--- config.mk ---
export PLATFORM = sky130hd
export DESIGN_NAME = seq_det_sched
export DESIGN_NICKNAME = d
export VERILOG_FILES = /design/src/rtl/seq_det_pkg.sv /design/src/rtl/seq_det_step.sv /design/src/rtl/seq_det_sched.sv
export SDC_FILE = /design/constraint.sdc
export NUM_CORES = 1
export LEC_CHECK = 0
export CAP_MARGIN = 20
export CORE_ASPECT_RATIO = 0.8
export CORE_MARGIN = 8
export CORE_UTILIZATION = 54
export DETAILED_ROUTE_END_ITERATION = 8
export PLACE_DENSITY = 0.83
export RECOVER_POWER = 50
export SYNTH_ARGS = -nofsm -noshare
export SYNTH_HDL_FRONTEND = slang
export SYNTH_HIERARCHICAL = 1
export SYNTH_SLANG_ARGS = --single-unit
--- constraint.sdc ---
create_clock -name clk -period 5.4 [get_ports clk]
set_input_delay 0.81 -clock clk [delete_from_list [all_inputs] [get_ports clk]]
set_output_delay 0.81 -clock clk [all_outputs]
set_load 0.05 [all_outputs]
--- src/rtl/seq_det_pkg.sv ---
`default_nettype none
// ---------------------------------------------------------------------------
// seq_det_pkg : shared types and constants for the 1011 round-robin detector
// Rev 1.0
// ---------------------------------------------------------------------------
package seq_det_pkg;

  typedef enum logic [1:0] {
    S0 = 2'b00,
    S1 = 2'b01,
    S2 = 2'b10,
    S3 = 2'b11
  } state_t;

  localparam logic [3:0] PATTERN  = 4'b1011;
  localparam int         DEF_N_CH = 4;

endpackage
`default_nettype wire

--- src/rtl/seq_det_step.sv ---
`default_nettype none
// ---------------------------------------------------------------------------
// seq_det_step : combinational (state, bit) -> (next state, match) for 1011
// Rev 1.0
// ---------------------------------------------------------------------------
module seq_det_step
  import seq_det_pkg::*;
(
  input  state_t i_state,
  input  logic   i_bit,
  output state_t o_next,
  output logic   o_match
);

  // Each state is the length of the longest pattern prefix seen as a suffix.
  always_comb begin
    o_next  = S0;
    o_match = 1'b0;
    case (i_state)
      S0: o_next = (i_bit == PATTERN[3]) ? S1 : S0;
      S1: o_next = (i_bit == PATTERN[2]) ? S2 : S1;
      S2: o_next = (i_bit == PATTERN[1]) ? S3 : S0;
      S3: begin
        if (i_bit == PATTERN[0]) begin
          o_next  = S1;
          o_match = 1'b1;
        end else begin
          o_next  = S2;
        end
      end
    endcase
  end

endmodule
`default_nettype wire

--- src/rtl/seq_det_sched.sv ---
`default_nettype none
// ---------------------------------------------------------------------------
// seq_det_sched : round-robin sharing of one 1011 matcher across N_CH streams
// Optional per-channel match counters: define SEQ_DET_SCHED_MATCH_CNT_EN
// Rev 1.0
// ---------------------------------------------------------------------------
module seq_det_sched
  import seq_det_pkg::*;
#(
  parameter int N_CH  = DEF_N_CH,
  parameter int CH_W  = 2
`ifdef SEQ_DET_SCHED_MATCH_CNT_EN
  , parameter int CNT_W = 8
`endif
)
(
  input  logic            clk,
  input  logic            rst,
  input  logic [N_CH-1:0] ch_valid,
  input  logic [N_CH-1:0] ch_data,
  input  logic [N_CH-1:0] ch_clr,
  output logic [N_CH-1:0] ch_ready,
  output logic            det_valid,
  output logic [CH_W-1:0] det_ch,
  output logic            busy
`ifdef SEQ_DET_SCHED_MATCH_CNT_EN
  , input  logic [CH_W-1:0]  cnt_sel,
  output logic [CNT_W-1:0] cnt_data,
  input  logic             cnt_clr
`endif
);

  state_t            r_ctx [N_CH];
  logic [CH_W-1:0]   r_rr_ptr;

  logic [N_CH-1:0]   w_elig;
  logic [N_CH-1:0]   w_onehot;
  logic [CH_W-1:0]   w_gnt;
  logic              w_found;
  state_t            w_sel_state;
  logic              w_sel_bit;
  state_t            w_next;
  logic              w_match;
  logic [CH_W-1:0]   w_ptr_nxt;

  assign w_elig = ch_valid & ~ch_clr;

  // Pick the eligible channel with the smallest circular distance from r_rr_ptr.
  always_comb begin
    int best_d;
    w_onehot    = '0;
    w_gnt       = '0;
    w_found     = 1'b0;
    w_sel_state = S0;
    w_sel_bit   = 1'b0;
    best_d      = N_CH;
    for (int i = 0; i < N_CH; i++) begin
      int d;
      d = i - int'(r_rr_ptr);
      if (d < 0) d = d + N_CH;
      if (w_elig[i] && (d < best_d)) begin
        best_d      = d;
        w_onehot    = '0;
        w_onehot[i] = 1'b1;
        w_gnt       = CH_W'(i);
        w_found     = 1'b1;
        w_sel_state = r_ctx[i];
        w_sel_bit   = ch_data[i];
      end
    end
  end

  assign ch_ready  = rst ? '0 : w_onehot;
  assign w_ptr_nxt = (w_gnt == CH_W'(N_CH - 1)) ? '0 : w_gnt + 1'b1;

  seq_det_step u_step (
    .i_state (w_sel_state),
    .i_bit   (w_sel_bit),
    .o_next  (w_next),
    .o_match (w_match)
  );

  always_ff @(posedge clk or posedge rst) begin
    if (rst) begin
      for (int i = 0; i < N_CH; i++) r_ctx[i] <= S0;
      r_rr_ptr  <= '0;
      det_valid <= 1'b0;
      det_ch    <= '0;
      busy      <= 1'b0;
    end else begin
      for (int i = 0; i < N_CH; i++) begin
        if (ch_clr[i])
          r_ctx[i] <= S0;
        else if (w_found && (w_gnt == CH_W'(i)))
          r_ctx[i] <= w_next;
      end
      det_valid <= w_found & w_match;
      if (w_found && w_match) det_ch <= w_gnt;
      busy <= w_found;
      if (w_found) r_rr_ptr <= w_ptr_nxt;
    end
  end

`ifdef SEQ_DET_SCHED_MATCH_CNT_EN
  logic [CNT_W-1:0] r_cnt [N_CH];

  always_ff @(posedge clk or posedge rst) begin
    if (rst) begin
      for (int i = 0; i < N_CH; i++) r_cnt[i] <= '0;
    end else begin
      for (int i = 0; i < N_CH; i++) begin
        if (cnt_clr || ch_clr[i])
          r_cnt[i] <= '0;
        else if (w_found && w_match && (w_gnt == CH_W'(i)) && (r_cnt[i] != '1))
          r_cnt[i] <= r_cnt[i] + 1'b1;
      end
    end
  end

  // Selects past the last channel fall through to zero.
  always_comb begin
    cnt_data = '0;
    for (int i = 0; i < N_CH; i++) begin
      if (cnt_sel == CH_W'(i)) cnt_data = r_cnt[i];
    end
  end
`endif

endmodule
`default_nettype wire

Yosys cells after proc, flatten, opt, wreduce, memory -nomap -nowiden --
Index checks and enable logic that the tools add are counted. Widths: inputs -> output; s select.
Word-level totals: register bits 14, bits in latches 0, bits in writable memories 0, memory bits (read-only) 0, word-level logic and storage cells 92, memories kept 0
Operators by class: add/subtract/negate cells 9, multipliers 0, divide/modulo/power cells 0, order comparisons 8, equality and inequality tests 6, shift operators 0, muxes and demuxes 42, bitwise gates (word level) 3, reductions and logical operators 16
Operator list (number):
- $mux 32 | 7
- $lt 32x32->1 | 3
- $mux 2 | 17
- $lt 32x4->1 const B | 1
- $add 3x4->5 const B | 4
- $mux 4 | 4
- $mux 1 | 13
- $lt 3x1->1 const B | 4
- $logic_and 1x1->1 | 9
- $eq 2x2->1 const B | 4
- $reduce_bool 2->1 | 4
- $pmux 2 s3 | 1
- $sub 1x2->3 const A | 2
- $sub 2x2->3 const A | 2
- $and 4x4->4 | 1
- $eq 2x1->1 const B | 2
- $logic_not 2->1 | 2
- $not 4->4 | 1
- $add 2x1->2 const B | 1
- $reduce_or 2->1 | 1
- $and 1x1->1 | 1

Logic depth before layout (Yosys ltp) --
Gate-level depths: netlist (run 1).
depth after elaboration 20, mapped depth 18

Modules after synthesis --
Netlist (run 1), hierarchy kept.
By module, submodules not included:
- seq_det_sched | times used 1, cells each 124, area each 1038.5 um2
- seq_det_step | times used 1, cells each 4, area each 25.0 um2

Worst setup path after synthesis (run 1) --
Ideal clock, no wire load.
kind in2out, start point input port ch_clr[1], end point output port ch_ready[0], arrival time 4.267 ns, required time 4.590 ns, path slack 0.323 ns, stages on the path 14, buffers on the path 2, cell sequence nand2b_2 -> buf_6 -> mux2i_1 -> a32oi_1 -> ha_1 -> a221o_1 -> buf_2 -> nand2_1 -> o21ai_0 -> ha_1 -> a21oi_1 -> o21ai_0 -> nand2_1 -> nor3b_1
On the way: longest elaborated chain between the ends 11
RTL lines:
- from (decl) | line seq_det_sched.sv:21 | input logic [N_CH-1:0] ch_clr,
- $not 4->4 (*) | line seq_det_sched.sv:46 | assign w_elig = ch_valid & ~ch_clr;
- $and 4x4->4 (*) | line seq_det_sched.sv:46
- $logic_and 1x1->1 (*) | line seq_det_sched.sv:61 | if (w_elig[i] && (d < best_d)) begin
- $mux 32 | line seq_det_sched.sv:61
- $lt 32x32->1 | line seq_det_sched.sv:61
- $logic_and 1x1->1 | line seq_det_sched.sv:61
- $mux 32 | line seq_det_sched.sv:61
- $lt 32x32->1 | line seq_det_sched.sv:61
- $logic_and 1x1->1 | line seq_det_sched.sv:61
- $mux 4 (*) | line seq_det_sched.sv:61
- $mux 4 (*) | line seq_det_sched.sv:73 | assign ch_ready = rst ? '0 : w_onehot;
- to (decl) | line seq_det_sched.sv:22 | output logic [N_CH-1:0] ch_ready,
Mark *: on every way between the ends. The rest lies on a longest branch, timed or not.

Worst setup path after layout (run 1) --
Same ends and word-level chain as after synthesis.

==> results of run 1 <==
==> worst register-to-register path, cell delays in order, from the launching register on <==
cell     delay (ns)
dfrtp_1        0.47
nor2b_1        0.18
a32oi_1        0.27
ha_1           0.29
a221o_1        0.34
buf_4          0.18
o21ai_0        0.17
ha_1           0.28
a21oi_1        0.20
o21ai_0        0.20
a31oi_4        0.32
mux2_2         0.45
mux2i_1        0.38
nand3_1        0.14
a21oi_1        0.14
==> cell families (layout without fill, tap and decap cells) <==
logic type | Yosys count | after routing
AOI/OAI and AO/OA | 35 | 35
xor gates and xnor gates | 1 | 1
adders and majority gates | 6 | 6
buffers and inverters | 14 | 33
DFF | 14 | 14
muxes | 8 | 8
and+or+nand+nor | 50 | 50
==> through the flow <==
step	hold WS (ns)	total power, W	setup slack (ns)	std cells
final	0.5217	0.0004057	0.3240	171
after global routing	0.5444	0.0004359	0.05056	171
after CTS	0.5251	0.0004049	0.2854	171
after detailed placement	0.5141	0.0003448	0.2872	168
after global placement	0.5162	0.0003349	0.4506	168
after floorplan	0.4901	0.0002849	0.3233	128
==> flip-flops by register name, summed over array words and instances (netlist names) <==
register	cells
r_ctx	8
det_ch	2
r_rr_ptr	2
busy	1
det_valid	1
==> power by group <==
group / total, W / leakage, nW / switching [W] / internal [W]
clock: 0.0000574 / 0.0138 / 0.0000315 / 0.0000259
combinational: 0.000215 / 0.384 / 0.000125 / 0.0000894
sequential: 0.000134 / 0.188 / 0.0000181 / 0.000116
==> cell type report <==
cell class	count	area, um^2
flip-flops and latches	14	350.3
repair buffers	22	257.7
clock buffers	3	22.52
well taps	24	30.03
multi-input cells	100	651.9
inverters	8	30.03
fillers	147	531.8
==> path summary, 6_finish.rpt <==
kind	from	endpoint	slack, ns	cells past startpoint
worst max-delay path	ch_clr[1]	ch_ready[0]	0.32	14
worst min-delay path	r_ctx[1]	r_ctx[1]	0.52	2
worst max register to register	r_rr_ptr[0]	r_ctx[7]	1.31	14
worst min register to register	r_ctx[1]	r_ctx[1]	0.52	2
max in group asynchronous	rst	det_valid	3.99	2
min in group asynchronous	rst	det_ch[0]	1.03	2
==> repair_timing <==
item,in CTS,in global routing
endpoints found under the setup margin,0,1
endpoints found under the hold margin,0,0
gates resized for setup,0,1
==> Yosys cell counts (all sizes together) (2+ instances only) <==
cell type,number
o21ai,10
clkbuf,2
mux2,6
ha,6
nand2,19
a21oi,13
nand3,9
mux2i,2
dfrtp,14
nor2,5
and2,3
nor2b,4
nand2b,4
o211ai,4
inv,8
buf,4
==> per-layer routing <==
metal / up-vias / global-route usage (%) / share of wire [%]
met4: 0 / 3.727 / 1.6
li1: 488 / - / -
met1: 453 / 19.63 / 43
met2: 48 / 24.26 / 47
met3: 8 / 5.231 / 8.2
met5: - / 0 / 0
==> run_results.csv, run 1 <==
group,metric,value,unit
synthesis,synth.area.top_cells,"dfrtp_1 (33%), ha_1 (7.1%), nand2_1 (6.4%), a21oi_1 (6.1%), nand3_1 (4.2%)",
floorplanning,rows,14,
sta,finalSetupTns,0,ns
sta,slew_violations,0,
route,drtPass1Iterations,4,
route,routed_wl,2684,um
synthesis,synthFlopType,"dfrtp_1",
critical_path,path_cells,"clkdlybuf4s50_1 -> nand2b_2 -> mux2i_1 -> a32oi_1 -> ha_1 -> a221o_1 -> buf_4 -> o21ai_0 -> ha_1 -> a21oi_1 -> o21ai_0 -> nand2_1 -> nor3b_1 -> buf_12",
clock_network,cts_tree,"done",
clock_network,numCtsBuffers,3,
critical_path,crit_type,"in -> out",
critical_path,slowest_delay,0.52,ns
clock_network,cts_max_path_buffers,2,
floorplanning,die_area,3654,um^2
synthesis,syn_nets,148,
synthesis,synthArstFlopShare,100.0,%
layout,final_area,1343,um^2
global_route,grt_max_degree,18,
sta,fmax,197.0,MHz
clock_network,cts.sinks,14,
clock_network,root_buffer,"clkbuf_4",
layout,post-route-util,71.63,%
run_status,status,"finished, final reports clean",
synthesis,syn-instance-count,128,
layout,final_common_cell,"nand2_1",
critical_path,cp-end-kind,"output pin",
global_route,first_global_vias,986,
sta,setup_viol,0,
critical_path,cp-start-kind,"input port",
floorplanning,start_util,56.74,%
synthesis,synth_area,1064,um^2
sta,rsz0062_at_grt,"no",
synthesis,synth.area.mux_share,8.235,%
global_route,grt_use_total,15.46,%
layout,drive_gt1_share,10.88,%
clock_network,cts_htree_levels,1,
global_route,grt-ovfl-total,0,
floorplanning,core_area,1874,um^2
floorplanning,ioPinCount,22,
critical_path,cp_top_family,"compound AO/OA/AOI/OAI gates",
route,postRouteAntennaNets,0,
synthesis,synth_edf_count,0,
flow_run,drv_cap,0,
route,drt-initial-drc-count,43,
layout,area_growth,26.24,%
layout,final_nets,169,
power,powerDensity,302.2,nW/um^2
synthesis,synth-simple-area-share,23.76,%
synthesis,synth_xor_area_share,0.8235,%
synthesis,avgSynthCellArea,8.309,um^2
clock_network,postCtsSetupRepairBufs,0,
power,peakVddDrop,304.3,uV
layout,diodes,0,
synthesis,synthDistinctLibCells,36,
critical_path,cp_num_buf_inv,3,
synthesis,synth_compound_area_share,21.18,%
synthesis,synth_top_cell_by_area,"dfrtp_1",
placed_design,gp_congestion,0.8416,
worst_hold_path,min_path_type,"reg -> reg",
placed_design,io_buffers,21,
sta,layout_min_cycle_time,5.076,ns
layout,mostFrequentLayoutCells,"nand2_1 (18), dfrtp_1 (14), a21oi_1 (13), clkdlybuf4s50_1 (12)",
floorplanning,die_x,65.62,um
power,p_leak,0.5853,nW
clock_network,hold_buffers,0,
synthesis,ys_seq_area_share,32.94,%
sta,fin_crit_sh,94.00,%
sta,fin_worst_skew,0.0007671,ns
floorplanning,die_y,55.70,um
synthesis,netlist.area_leader.share,32.94,%
sta,relSlewSlack,60.41,%
synthesis,synth_fa_ha_area_share,7.059,%
placed_design,dpl.hpwl,2150,um
sta,worst_pin_slew,0.5931,ns
route,drc,0,
critical_path,slowest_stage,"clkdlybuf4s50_1",
critical_path,required,4.59,ns
route,post_drt_wl_per_cell,15.70,um
clock_network,path_clk_slew,0.08,ns
clock_network,clk_latency,0.28,ns
synthesis,ys_warn_count,6,
critical_path,cp_max_fo,13,
placed_design,postPlaceCellArea,1318,um^2
route,via_count,997,
global_route,grt_first_pass_wirelength,4560,um
synthesis,synth_top_family_by_area,"simple AND/OR/NAND/NOR gates",
critical_path,worstPathArrival,4.27,ns
route,routed_via_density,5.830,
sta,hold_viol,0,
synthesis,synth_seq_cells,14,
global_route,antenna_found_initial,0,
(Power assumes the default switching activity.)
==> inputs of run 2 (changes only) <==
- CORE_UTILIZATION: 54 -> 50
- PLACE_DENSITY: 0.83 -> 0.77
- clock period: 5.4 -> 5.5 ns (I/O delays scaled with it)
==> run 2 against run 1 <==
Via count shrank 2.5%. Flip-flop and latch count is the same. Critical endpoint is now ch_ready[3]. Non-clock buffer count is the same. Setup slack gained 0.031 ns. Combinational power shrank 3%. Die area grew 5.8%. Clock power shrank 2%. Largest cell class unchanged. Sequential power shrank 3%. Cell area is essentially flat. Worst hold slack gained 0.0047 ns. Utilization shrank 7.2 points. Critical path depth shrank 1.
==> run_results.csv, run 2 (same netlist as run 1, synthesis figures left out) <==
group,metric,value,unit
sta,whs,0.5264,ns
layout,diodes,0,
clock_network,path_clk_slew,0.07,ns
global_route,grt_use_total,14.84,%
critical_path,cp-start-kind,"input port",
route,routed_wl,2623,um
layout,multiInputGateArea,649.4,um^2
floorplanning,ioPinCount,22,
layout,final_common_cell,"nand2_1",
route,drtPass1Iterations,4,
power,power,0.0003942,W
clock_network,cts_tree,"done",
sta,layout_min_cycle_time,5.145,ns
power,powerDensity,293.9,nW/um^2
flow_run,drv_cap,0,
route,routed_via_density,5.651,
critical_path,worstPathArrival,4.32,ns
placed_design,dp.cells,169,
clock_network,cts.sinks,14,
route,drt-initial-drc-count,24,
critical_path,cp_max_fo,13,
run_status,status,"finished, final reports clean",
layout,drive_gt1_share,10.20,%
route,postRouteAntennaNets,0,
global_route,grt_first_pass_wirelength,4443,um
route,via_count,972,
layout,final_area,1341,um^2
worst_hold_path,min_path_type,"reg -> reg",
critical_path,crit_type,"in -> out",
clock_network,hold_buffers,0,
sta,rsz0062_at_grt,"no",
layout,regMostFlops,"r_ctx",
global_route,grt_max_degree,18,
critical_path,cp-end-kind,"output pin",
placed_design,gp_congestion,0.8663,
critical_path,required,4.68,ns
placed_design,postPlaceCellArea,1319,um^2
floorplanning,start_util,51.05,%
floorplanning,die_y,57.25,um
sta,hold_viol,0,
layout,instances_no_fill,172,
layout,largest_reg_flops,8,
placed_design,dpl.hpwl,2111,um
sta,setup_viol,0,
sta,worst_pin_slew,0.6208,ns
sta,relSlewSlack,58.57,%
layout,final_nets,169,
floorplanning,die_area,3868,um^2
sta,finalSetupTns,0,ns
clock_network,postCtsSetupRepairBufs,0,
route,post_drt_wl_per_cell,15.25,um
clock_network,cts.repair.resized,0,
layout,seqCellArea,350.3,um^2
sta,fmax,194.4,MHz
power,peakVddDrop,203.1,uV
floorplanning,core_area,2083,um^2
sta,fin_crit_sh,93.54,%
layout,mostFrequentLayoutCells,"nand2_1 (18), dfrtp_1 (14), a21oi_1 (13), clkdlybuf4s50_1 (12)",
route,drc,0,
global_route,antenna_found_initial,0,
floorplanning,die_x,67.57,um
floorplanning,rows,15,
power,p_leak,0.5842,nW
layout,reg.largest.list,"r_ctx (8), det_ch (2), r_rr_ptr (2)",
clock_network,clk_latency,0.28,ns
clock_network,cts_htree_levels,1,
clock_network,cts_max_path_buffers,2,
placed_design,io_buffers,21,
sta,slew_violations,0,
clock_network,root_buffer,"clkbuf_4",
clock_network,numCtsBuffers,3,
global_route,first_global_vias,957,
layout,area_growth,26.12,%
sta,fin_worst_skew,0.01016,ns
layout,fill_cells,184,
global_route,grt-ovfl-total,0,
==> run 2: routing by layer <==
| layer | vias to the layer above | routed length, um | track usage, % | part of all wire (%) |
|---|---|---|---|---|
| li1 | 486 | - | - | - |
| met1 | 456 | 1233 | 18.67 | 47 |
| met2 | 23 | 1161 | 22.40 | 44 |
| met3 | 7 | 168 | 5.078 | 6.4 |
| met4 | 0 | 61 | 5.952 | 2.3 |
| met5 | - | 0 | 0 | 0 |
==> run 2: worst paths after layout <==
check / endpoint / depth (start not counted) / slack (ns) / startpoint
worst max-delay path: ch_ready[3] / 13 / 0.36 / ch_valid[0]
min in group asynchronous: r_ctx[0] / 2 / 1.05 / rst
worst min register to register: r_ctx[6] / 2 / 0.53 / r_ctx[6]
max in group asynchronous: r_rr_ptr[1] / 2 / 4.04 / rst
worst min-delay path: r_ctx[6] / 2 / 0.53 / r_ctx[6]
worst max register to register: r_ctx[5] / 14 / 1.43 / r_rr_ptr[0]
==> run 2: cell type report <==
| type | instances | share of cell area (%) |
|---|---|---|
| Multi-Input combinational cell | 100 | 48.41 |
| Sequential cell | 14 | 26.12 |
| Timing Repair Buffer | 22 | 19.22 |
| Tap cell | 25 | 2.332 |
| Inverter | 8 | 2.239 |
| Clock buffer | 3 | 1.679 |
==> run 2: through the flow <==
step           utilization, %  setup slack [ns]
6_report                64.38            0.3552
5_1_grt                 64.38            0.1088
4_1_cts                 64.38            0.3738
2_1_floorplan               -            0.3933
3_5_place_dp            63.30            0.3808
3_3_place_gp            63.30            0.5377
==> run 2: where the power goes <==
part / switching, W / total, W / internal [W]
Clock: 0.0000308 / 0.0000562 / 0.0000254
Sequential: 0.0000166 / 0.000130 / 0.000114
Combinational: 0.000121 / 0.000208 / 0.0000873
==> run 2: critical path: stages <==
cell and delay, ns:
clkdlybuf4s50_1 0.47, nor2b_1 0.44, a32oi_1 0.23, ha_1 0.33, a221o_1 0.34, buf_4 0.18
o21ai_0 0.16, ha_1 0.29, a21oi_1 0.19, o21ai_0 0.17, a31oi_4 0.31, and2_1 0.22
buf_12 0.15
==> inputs of run 3 (changes only) <==
- TNS_END_PERCENT: unset -> 10
==> results of run 3 <==
The final DEF is identical to that of run 2; final timing and power are the same.
